===== src/rtl/adder_arbiter_pkg.sv =====
// Shared definitions for the adder arbiter: FSM encoding, default operand width
// and the pointer-wrap helper.
package adder_arbiter_pkg;

   typedef enum logic {
      ST_IDLE = 1'b0,
      ST_BUSY = 1'b1
   } state_t;

   localparam int ADD_WIDTH = 8;

   function automatic int wrap_inc(input int id, input int n);
      return (id + 1 >= n) ? 0 : id + 1;
   endfunction

endpackage


===== src/rtl/adder_arbiter_rr_pick.sv =====
// Combinational round-robin picker: first set request at or above ptr wins,
// wrapping modulo NUM_REQ.
module rr_pick #(
   parameter int NUM_REQ = 4,
   parameter int ID_W    = 2
) (
   input  logic [NUM_REQ-1:0] req,
   input  logic [ID_W-1:0]    ptr,
   output logic [NUM_REQ-1:0] win,
   output logic [ID_W-1:0]    win_id,
   output logic               any
);

   always_comb begin
      int idx;
      idx    = 0;
      win    = '0;
      win_id = '0;
      any    = 1'b0;
      for (int k = 0; k < NUM_REQ; k++) begin
         idx = int'(ptr) + k;
         if (idx >= NUM_REQ) idx = idx - NUM_REQ;
         if (!any && req[idx]) begin
            win[idx] = 1'b1;
            win_id   = ID_W'(idx);
            any      = 1'b1;
         end
      end
   end

endmodule


===== src/rtl/adder_arbiter.sv =====
// Round-robin sequencer sharing one combinational adder among NUM_REQ requesters:
// grant + operand load in IDLE, result capture in BUSY.
module adder_arbiter
   import adder_arbiter_pkg::*;
#(
   parameter int NUM_REQ = 4,
   parameter int WIDTH   = ADD_WIDTH,
   parameter int ID_W    = 2
) (
   input  logic                     clk,
   input  logic                     rst,
   input  logic [NUM_REQ-1:0]       req,
   input  logic [NUM_REQ*WIDTH-1:0] op_a,
   input  logic [NUM_REQ*WIDTH-1:0] op_b,
   input  logic [NUM_REQ-1:0]       op_cin,
   output logic [NUM_REQ-1:0]       gnt,
   output logic [WIDTH-1:0]         add_a,
   output logic [WIDTH-1:0]         add_b,
   output logic                     add_cin,
   input  logic [WIDTH-1:0]         add_sum,
   input  logic                     add_cout,
   output logic [WIDTH-1:0]         res_sum,
   output logic                     res_cout,
   output logic [ID_W-1:0]          res_id,
   output logic                     res_valid
);

   state_t               state_q, state_d;
   logic [ID_W-1:0]      ptr_q, ptr_d;
   logic [ID_W-1:0]      cur_id_q, cur_id_d;
   logic [NUM_REQ-1:0]   gnt_q, gnt_d;
   logic [WIDTH-1:0]     add_a_q, add_a_d;
   logic [WIDTH-1:0]     add_b_q, add_b_d;
   logic                 add_cin_q, add_cin_d;
   logic [WIDTH-1:0]     res_sum_q, res_sum_d;
   logic                 res_cout_q, res_cout_d;
   logic [ID_W-1:0]      res_id_q, res_id_d;
   logic                 res_valid_q, res_valid_d;

   logic [NUM_REQ-1:0]   win;
   logic [ID_W-1:0]      win_id;
   logic                 any;

   rr_pick #(
      .NUM_REQ (NUM_REQ),
      .ID_W    (ID_W)
   ) u_pick (
      .req    (req),
      .ptr    (ptr_q),
      .win    (win),
      .win_id (win_id),
      .any    (any)
   );

   always_comb begin
      state_d     = state_q;
      ptr_d       = ptr_q;
      cur_id_d    = cur_id_q;
      gnt_d       = '0;
      add_a_d     = add_a_q;
      add_b_d     = add_b_q;
      add_cin_d   = add_cin_q;
      res_sum_d   = res_sum_q;
      res_cout_d  = res_cout_q;
      res_id_d    = res_id_q;
      res_valid_d = 1'b0;
      case (state_q)
         ST_IDLE: begin
            if (any) begin
               add_a_d   = op_a[int'(win_id)*WIDTH +: WIDTH];
               add_b_d   = op_b[int'(win_id)*WIDTH +: WIDTH];
               add_cin_d = op_cin[win_id];
               gnt_d     = win;
               cur_id_d  = win_id;
               state_d   = ST_BUSY;
            end
         end
         ST_BUSY: begin
            // The adder has had a full cycle to settle on the registered operands.
            res_sum_d   = add_sum;
            res_cout_d  = add_cout;
            res_id_d    = cur_id_q;
            res_valid_d = 1'b1;
            ptr_d       = ID_W'(wrap_inc(int'(cur_id_q), NUM_REQ));
            state_d     = ST_IDLE;
         end
         default: state_d = ST_IDLE;
      endcase
   end

   always_ff @(posedge clk or posedge rst) begin
      if (rst) begin
         state_q     <= ST_IDLE;
         ptr_q       <= '0;
         cur_id_q    <= '0;
         gnt_q       <= '0;
         add_a_q     <= '0;
         add_b_q     <= '0;
         add_cin_q   <= 1'b0;
         res_sum_q   <= '0;
         res_cout_q  <= 1'b0;
         res_id_q    <= '0;
         res_valid_q <= 1'b0;
      end else begin
         state_q     <= state_d;
         ptr_q       <= ptr_d;
         cur_id_q    <= cur_id_d;
         gnt_q       <= gnt_d;
         add_a_q     <= add_a_d;
         add_b_q     <= add_b_d;
         add_cin_q   <= add_cin_d;
         res_sum_q   <= res_sum_d;
         res_cout_q  <= res_cout_d;
         res_id_q    <= res_id_d;
         res_valid_q <= res_valid_d;
      end
   end

   assign gnt       = gnt_q;
   assign add_a     = add_a_q;
   assign add_b     = add_b_q;
   assign add_cin   = add_cin_q;
   assign res_sum   = res_sum_q;
   assign res_cout  = res_cout_q;
   assign res_id    = res_id_q;
   assign res_valid = res_valid_q;

endmodule


===== config.mk =====
export PLATFORM = sky130hd
export DESIGN_NAME = adder_arbiter
export DESIGN_NICKNAME = d
export VERILOG_FILES = /design/src/rtl/adder_arbiter_pkg.sv /design/src/rtl/adder_arbiter_rr_pick.sv /design/src/rtl/adder_arbiter.sv
export SDC_FILE = /design/constraint.sdc
export NUM_CORES = 1
export LEC_CHECK = 0
export CAP_MARGIN = 10
export CORE_ASPECT_RATIO = 0.5
export CORE_MARGIN = 4
export CORE_UTILIZATION = 41
export DETAILED_ROUTE_END_ITERATION = 8
export GPL_TIMING_DRIVEN = 0
export HOLD_SLACK_MARGIN = 0.06
export PLACE_DENSITY = 0.81
export SYNTH_ARGS = -nofsm -noshare
export SYNTH_HDL_FRONTEND = slang
export SYNTH_HIERARCHICAL = 1
export SYNTH_SLANG_ARGS = --single-unit
export TNS_END_PERCENT = 100

===== constraint.sdc =====
create_clock -name clk -period 4.3 [get_ports clk]
set_input_delay 0.645 -clock clk [delete_from_list [all_inputs] [get_ports clk]]
set_output_delay 0.645 -clock clk [all_outputs]
set_load 0.02 [all_outputs]

==> impl_results.md <==
- Cells on worst reg2reg path: 11
- Number of pins exceeding their max-slew limit in the final report: 0
- Number of buffers added by the clock tree synthesis step: 5
- Dominant cells by area after synthesis: sky130_fd_sc_hd__dfrtp_1 41%, sky130_fd_sc_hd__mux4_1 12%, sky130_fd_sc_hd__mux2_2 12%
- Starting utilization of the core area: 42.45%
- Area occupied by multi-input gates: ~1300 sq um
- Max frequency: 292.5 MHz
- Total congestion overflow: 0
- Post-detailed-placement half-perimeter wirelength: 4867 microns
- Area occupied by registers: 950.9 sq um
- Clock sink total: 38
- Per-cell via count in the routed design: 5.103
- Clock buffer depth: 2
- Post-synthesis share of cell area spent on full adders, half adders and majority gates: 4.831%
- Tot GR Track Use: 16.70%
- Number of antenna violations at the first check in global routing: 0
- Filler cell count in the final layout: around 390
- Maximum number of pins on one net before global-route repair: 27
- CORE AREA: ~5500 sq um
- Outcome: finished clean
- Category of the worst setup path launch point: flop
- Max VDD drop: between 0.4 and 0.5 mV
- Multiplexer share of the synthesized area: roughly 40%
- Cell type with the largest total area after synthesis: sky130_fd_sc_hd__dfrtp_1
- Max-cap check violation count: 0
- Hold Violations, Final: 0
- Post-layout util: 68.33%
- Fin nets: 366
- Final worst setup slack: 0.8815 ns
- Setup TNS after final layout: 0 ns
- Share of final-layout standard cells stronger than drive strength 1: 23.64%
- Area of the die: 7029 sq um
- Port Buffer Count: approximately 120
- Post-route clock period utilization: 79.50%
- First-pass GRT wire length: 9045 microns
- WL/cell: 16.97 microns
- Number of flip-flops and latches in the synthesized netlist: 38
- Weighted congestion reported at the end of routability-driven placement: 0.7271
- Fraction of the yosys area taken by sequential cells: 40.79%
- Capturing instance or port of the critical path: add_a[0]$_DFFE_PP0P_
- Setup slack of the worst register-to-register path: 0.88 ns
- Syn Inst Count: 151
- Hold crit path type: flop to flop
- Number of cells on the critical path: 11
- Max FO, Critical Path: 11
- Slew Limit Headroom: about three fifths
- Synth Area in Compound Gates: 5.314%
- Worst setup path category: flop to flop
- Vias after detailed routing: 1776
- Total routed wirelength: slightly below 6000 microns
- Source of the critical timing path: ptr_q[1]$_DFFE_PP0P_
- Xor and xnor fraction of the mapped netlist area: 0%
- Die height: between 60 and 70 microns
- Synthesized cell area: 2331 sq um
- Setup repair bufs after CTS: 0
- Power density of the placed cells: 817.4 nW/um^2
- Vias in the first global route: 1869
- Number of placed I/O pins: 116
- Total of endpoints with negative setup slack in the final report: 0
- Number of design rule violations left after detail routing: 0
- Setup Slack @ Placement: 0.6756 ns
- Source of the worst register-to-register timing path: ptr_q[1]$_DFFE_PP0P_
- Number of warnings printed during yosys synthesis: 6
- Synthesized area divided by synthesized cell count: ~15 sq um
- Post-route total power: 3067 uW
- Number of resized instances in the post-cts repair step: 0
- Post-route clock skew: 0.005121 ns
- Delay of the slowest critical-path stage: 0.57 ns
- Most frequent cells in the layout: 115 x sky130_fd_sc_hd__clkdlybuf4s50_1, 38 x sky130_fd_sc_hd__dfrtp_1, 25 x sky130_fd_sc_hd__mux2_2, 11 x sky130_fd_sc_hd__mux4_1, 10 x sky130_fd_sc_hd__mux4_2
- Post-synthesis to final-layout area growth: 60.98%
- Worst endpoint required time: 4.46 ns
- Clk slew on worst S/H paths: around 0.060 ns
- Area share of and/or/nand/nor cells after synthesis: 4.133%
- Arrival time at the worst endpoint: 3.58 ns
- Number of rows in the core area: 19
- Clock tree from TritonCTS: yes
- Die W: 114.6 microns
- Share of Yosys cell area claimed by the top area cell type: 40.79%
- Time the worst path needs with I/O delays and setup: 3.419 ns
- Bufs and invs on worst path: 4
- Initial DRC Count: 95
- CP delay by family, top: multiplexers
- Commonest non-fill, non-tap cell in the layout: sky130_fd_sc_hd__clkdlybuf4s50_1
- Worst-margin pin slew: 0.5867 ns
- Later-pin clock latency in the skew report: about 0.28 ns
- Cell breakdown of the critical path: inv_1 -> ha_1 -> mux4_2 -> buf_6 -> nor4b_4 -> nor2_1 -> a32o_1 -> buf_2 -> buf_2 -> mux4_2 -> mux2_4
- Capture instance of the worst register-to-register path: add_a[0]$_DFFE_PP0P_
- Diode count: 0
- Largest family of logic cells by synthesized area: multiplexers
- Antenna violation net count after detailed routing: 0
- Setup repair after global routing missed its margin: no
- Leakage power: 0.001548 uW
- CTS root buffer: sky130_fd_sc_hd__clkbuf_16
- Level count of the clock H-tree: 2
- Syn nets: ~240
- Endpoint kind of the worst setup timing path: flop
- Crit-path slowest cell: sky130_fd_sc_hd__dfrtp_1
- Post-synth cell types: 28
- CTS Hold Buffers Added: 0
- First-pass iteration count of the detailed router: 4
## flip-flops by register name, summed over array words and instances (netlist names)
register,cells
add_b,8
add_cin,1
res_valid,1
state_q,1
gnt,4
res_sum,8
res_cout,1
add_a,8
ptr_q,2
res_id,2
cur_id_q,2
## report_power, final
group / leakage [uW] / switching [uW] / internal (uW)
clock network: 0.0000729 / 138 / 229
logic: 0.00102 / 858 / 1170
registers: 0.000452 / 124 / 546
total: 0.00155 / 1120 / 1950
## layout make-up
type / instances / share of cell area [%]
Multi-Input combinational cell: 97 / 33.94
Inverter: 5 / 0.5002
Buffer: 11 / 2.334
Clock inverter: 2 / 0.3334
Sequential cell: 38 / 25.34
Clock buffer: 6 / 3.701
Tap cell: 73 / 2.434
Timing Repair Buffer: 116 / 31.41
## synthesized netlist by cell type
| library cell | number |
|---|---|
| sky130_fd_sc_hd__nand2b_1 | 1 |
| sky130_fd_sc_hd__buf_2 | 6 |
| sky130_fd_sc_hd__a21oi_1 | 1 |
| sky130_fd_sc_hd__nor2_1 | 3 |
| sky130_fd_sc_hd__mux4_2 | 10 |
| sky130_fd_sc_hd__mux4_1 | 11 |
| sky130_fd_sc_hd__ha_1 | 9 |
| sky130_fd_sc_hd__mux2i_1 | 1 |
| sky130_fd_sc_hd__and2b_2 | 1 |
| sky130_fd_sc_hd__buf_6 | 3 |
| sky130_fd_sc_hd__dfrtp_1 | 38 |
| sky130_fd_sc_hd__nor2b_1 | 1 |
| sky130_fd_sc_hd__clkbuf_1 | 1 |
| sky130_fd_sc_hd__nor4_1 | 1 |
| sky130_fd_sc_hd__nor4b_4 | 1 |
| sky130_fd_sc_hd__o311ai_0 | 1 |
| sky130_fd_sc_hd__and2_1 | 4 |
| sky130_fd_sc_hd__mux2_2 | 25 |
| sky130_fd_sc_hd__a32o_1 | 1 |
| sky130_fd_sc_hd__o211ai_1 | 1 |
| sky130_fd_sc_hd__nor3_1 | 1 |
| sky130_fd_sc_hd__o21ai_0 | 5 |
| sky130_fd_sc_hd__a22oi_1 | 8 |
| sky130_fd_sc_hd__nand2_1 | 1 |
| sky130_fd_sc_hd__buf_12 | 1 |
| sky130_fd_sc_hd__o31ai_1 | 1 |
| sky130_fd_sc_hd__inv_1 | 5 |
| sky130_fd_sc_hd__mux2_4 | 9 |
## worst min-delay path by stage
stage | startpoint | endpoint | slack, ns | depth (start not counted)
floorplan | state_q$_DFF_PP0_ | res_valid$_DFF_PP0_ | 0.45 | 0
CTS | res_sum[2]$_DFFE_PP0P_ | res_sum[2]$_DFFE_PP0P_ | 0.51 | 1
finish | res_sum[2]$_DFFE_PP0P_ | res_sum[2]$_DFFE_PP0P_ | 0.51 | 1
global route | res_sum[7]$_DFFE_PP0P_ | res_sum[7]$_DFFE_PP0P_ | 0.52 | 1
detailed placement | res_sum[2]$_DFFE_PP0P_ | res_sum[2]$_DFFE_PP0P_ | 0.49 | 1
global placement | add_a[2]$_DFFE_PP0P_ | add_a[2]$_DFFE_PP0P_ | 0.49 | 1
## layer usage
| layer | track usage [%] | share of wire [%] | vias to the layer above |
|---|---|---|---|
| met5 | 0 | 0 | - |
| met4 | 3.046 | 0.54 | 0 |
| met3 | 3.238 | 2.3 | 4 |
| met2 | 31.84 | 57 | 25 |
| met1 | 20.46 | 40 | 912 |
| li1 | - | - | 835 |
## worst reg2reg max path: stages, from the launching register on
cell and delay (ns):
sky130_fd_sc_hd__dfrtp_1 0.57, sky130_fd_sc_hd__inv_1 0.18, sky130_fd_sc_hd__ha_1 0.39, sky130_fd_sc_hd__mux4_2 0.32, sky130_fd_sc_hd__buf_6 0.16, sky130_fd_sc_hd__nor4b_4 0.38
sky130_fd_sc_hd__nor2_1 0.09, sky130_fd_sc_hd__a32o_1 0.22, sky130_fd_sc_hd__buf_2 0.18, sky130_fd_sc_hd__buf_2 0.23, sky130_fd_sc_hd__mux4_2 0.33, sky130_fd_sc_hd__mux2_4 0.27
## cell families after synthesis
group | count (synthesis)
muxes | 56
DFF | 38
AOI/OAI and AO/OA | 18
buffers and inverters | 16
and+or+nand+nor | 14
adders and majority gates | 9
## stage by stage
step / instance area [sq um] / cells / hold slack [ns]
after floorplan: 2331 / 151 / 0.4495
final: 3752 / 348 / 0.5055
after global routing: 3752 / 348 / 0.5235
after detailed placement: 3601 / 340 / 0.4948
after CTS: 3752 / 348 / 0.5070
after global placement: 3573 / 339 / 0.4920
(Power assumes the default switching activity.)
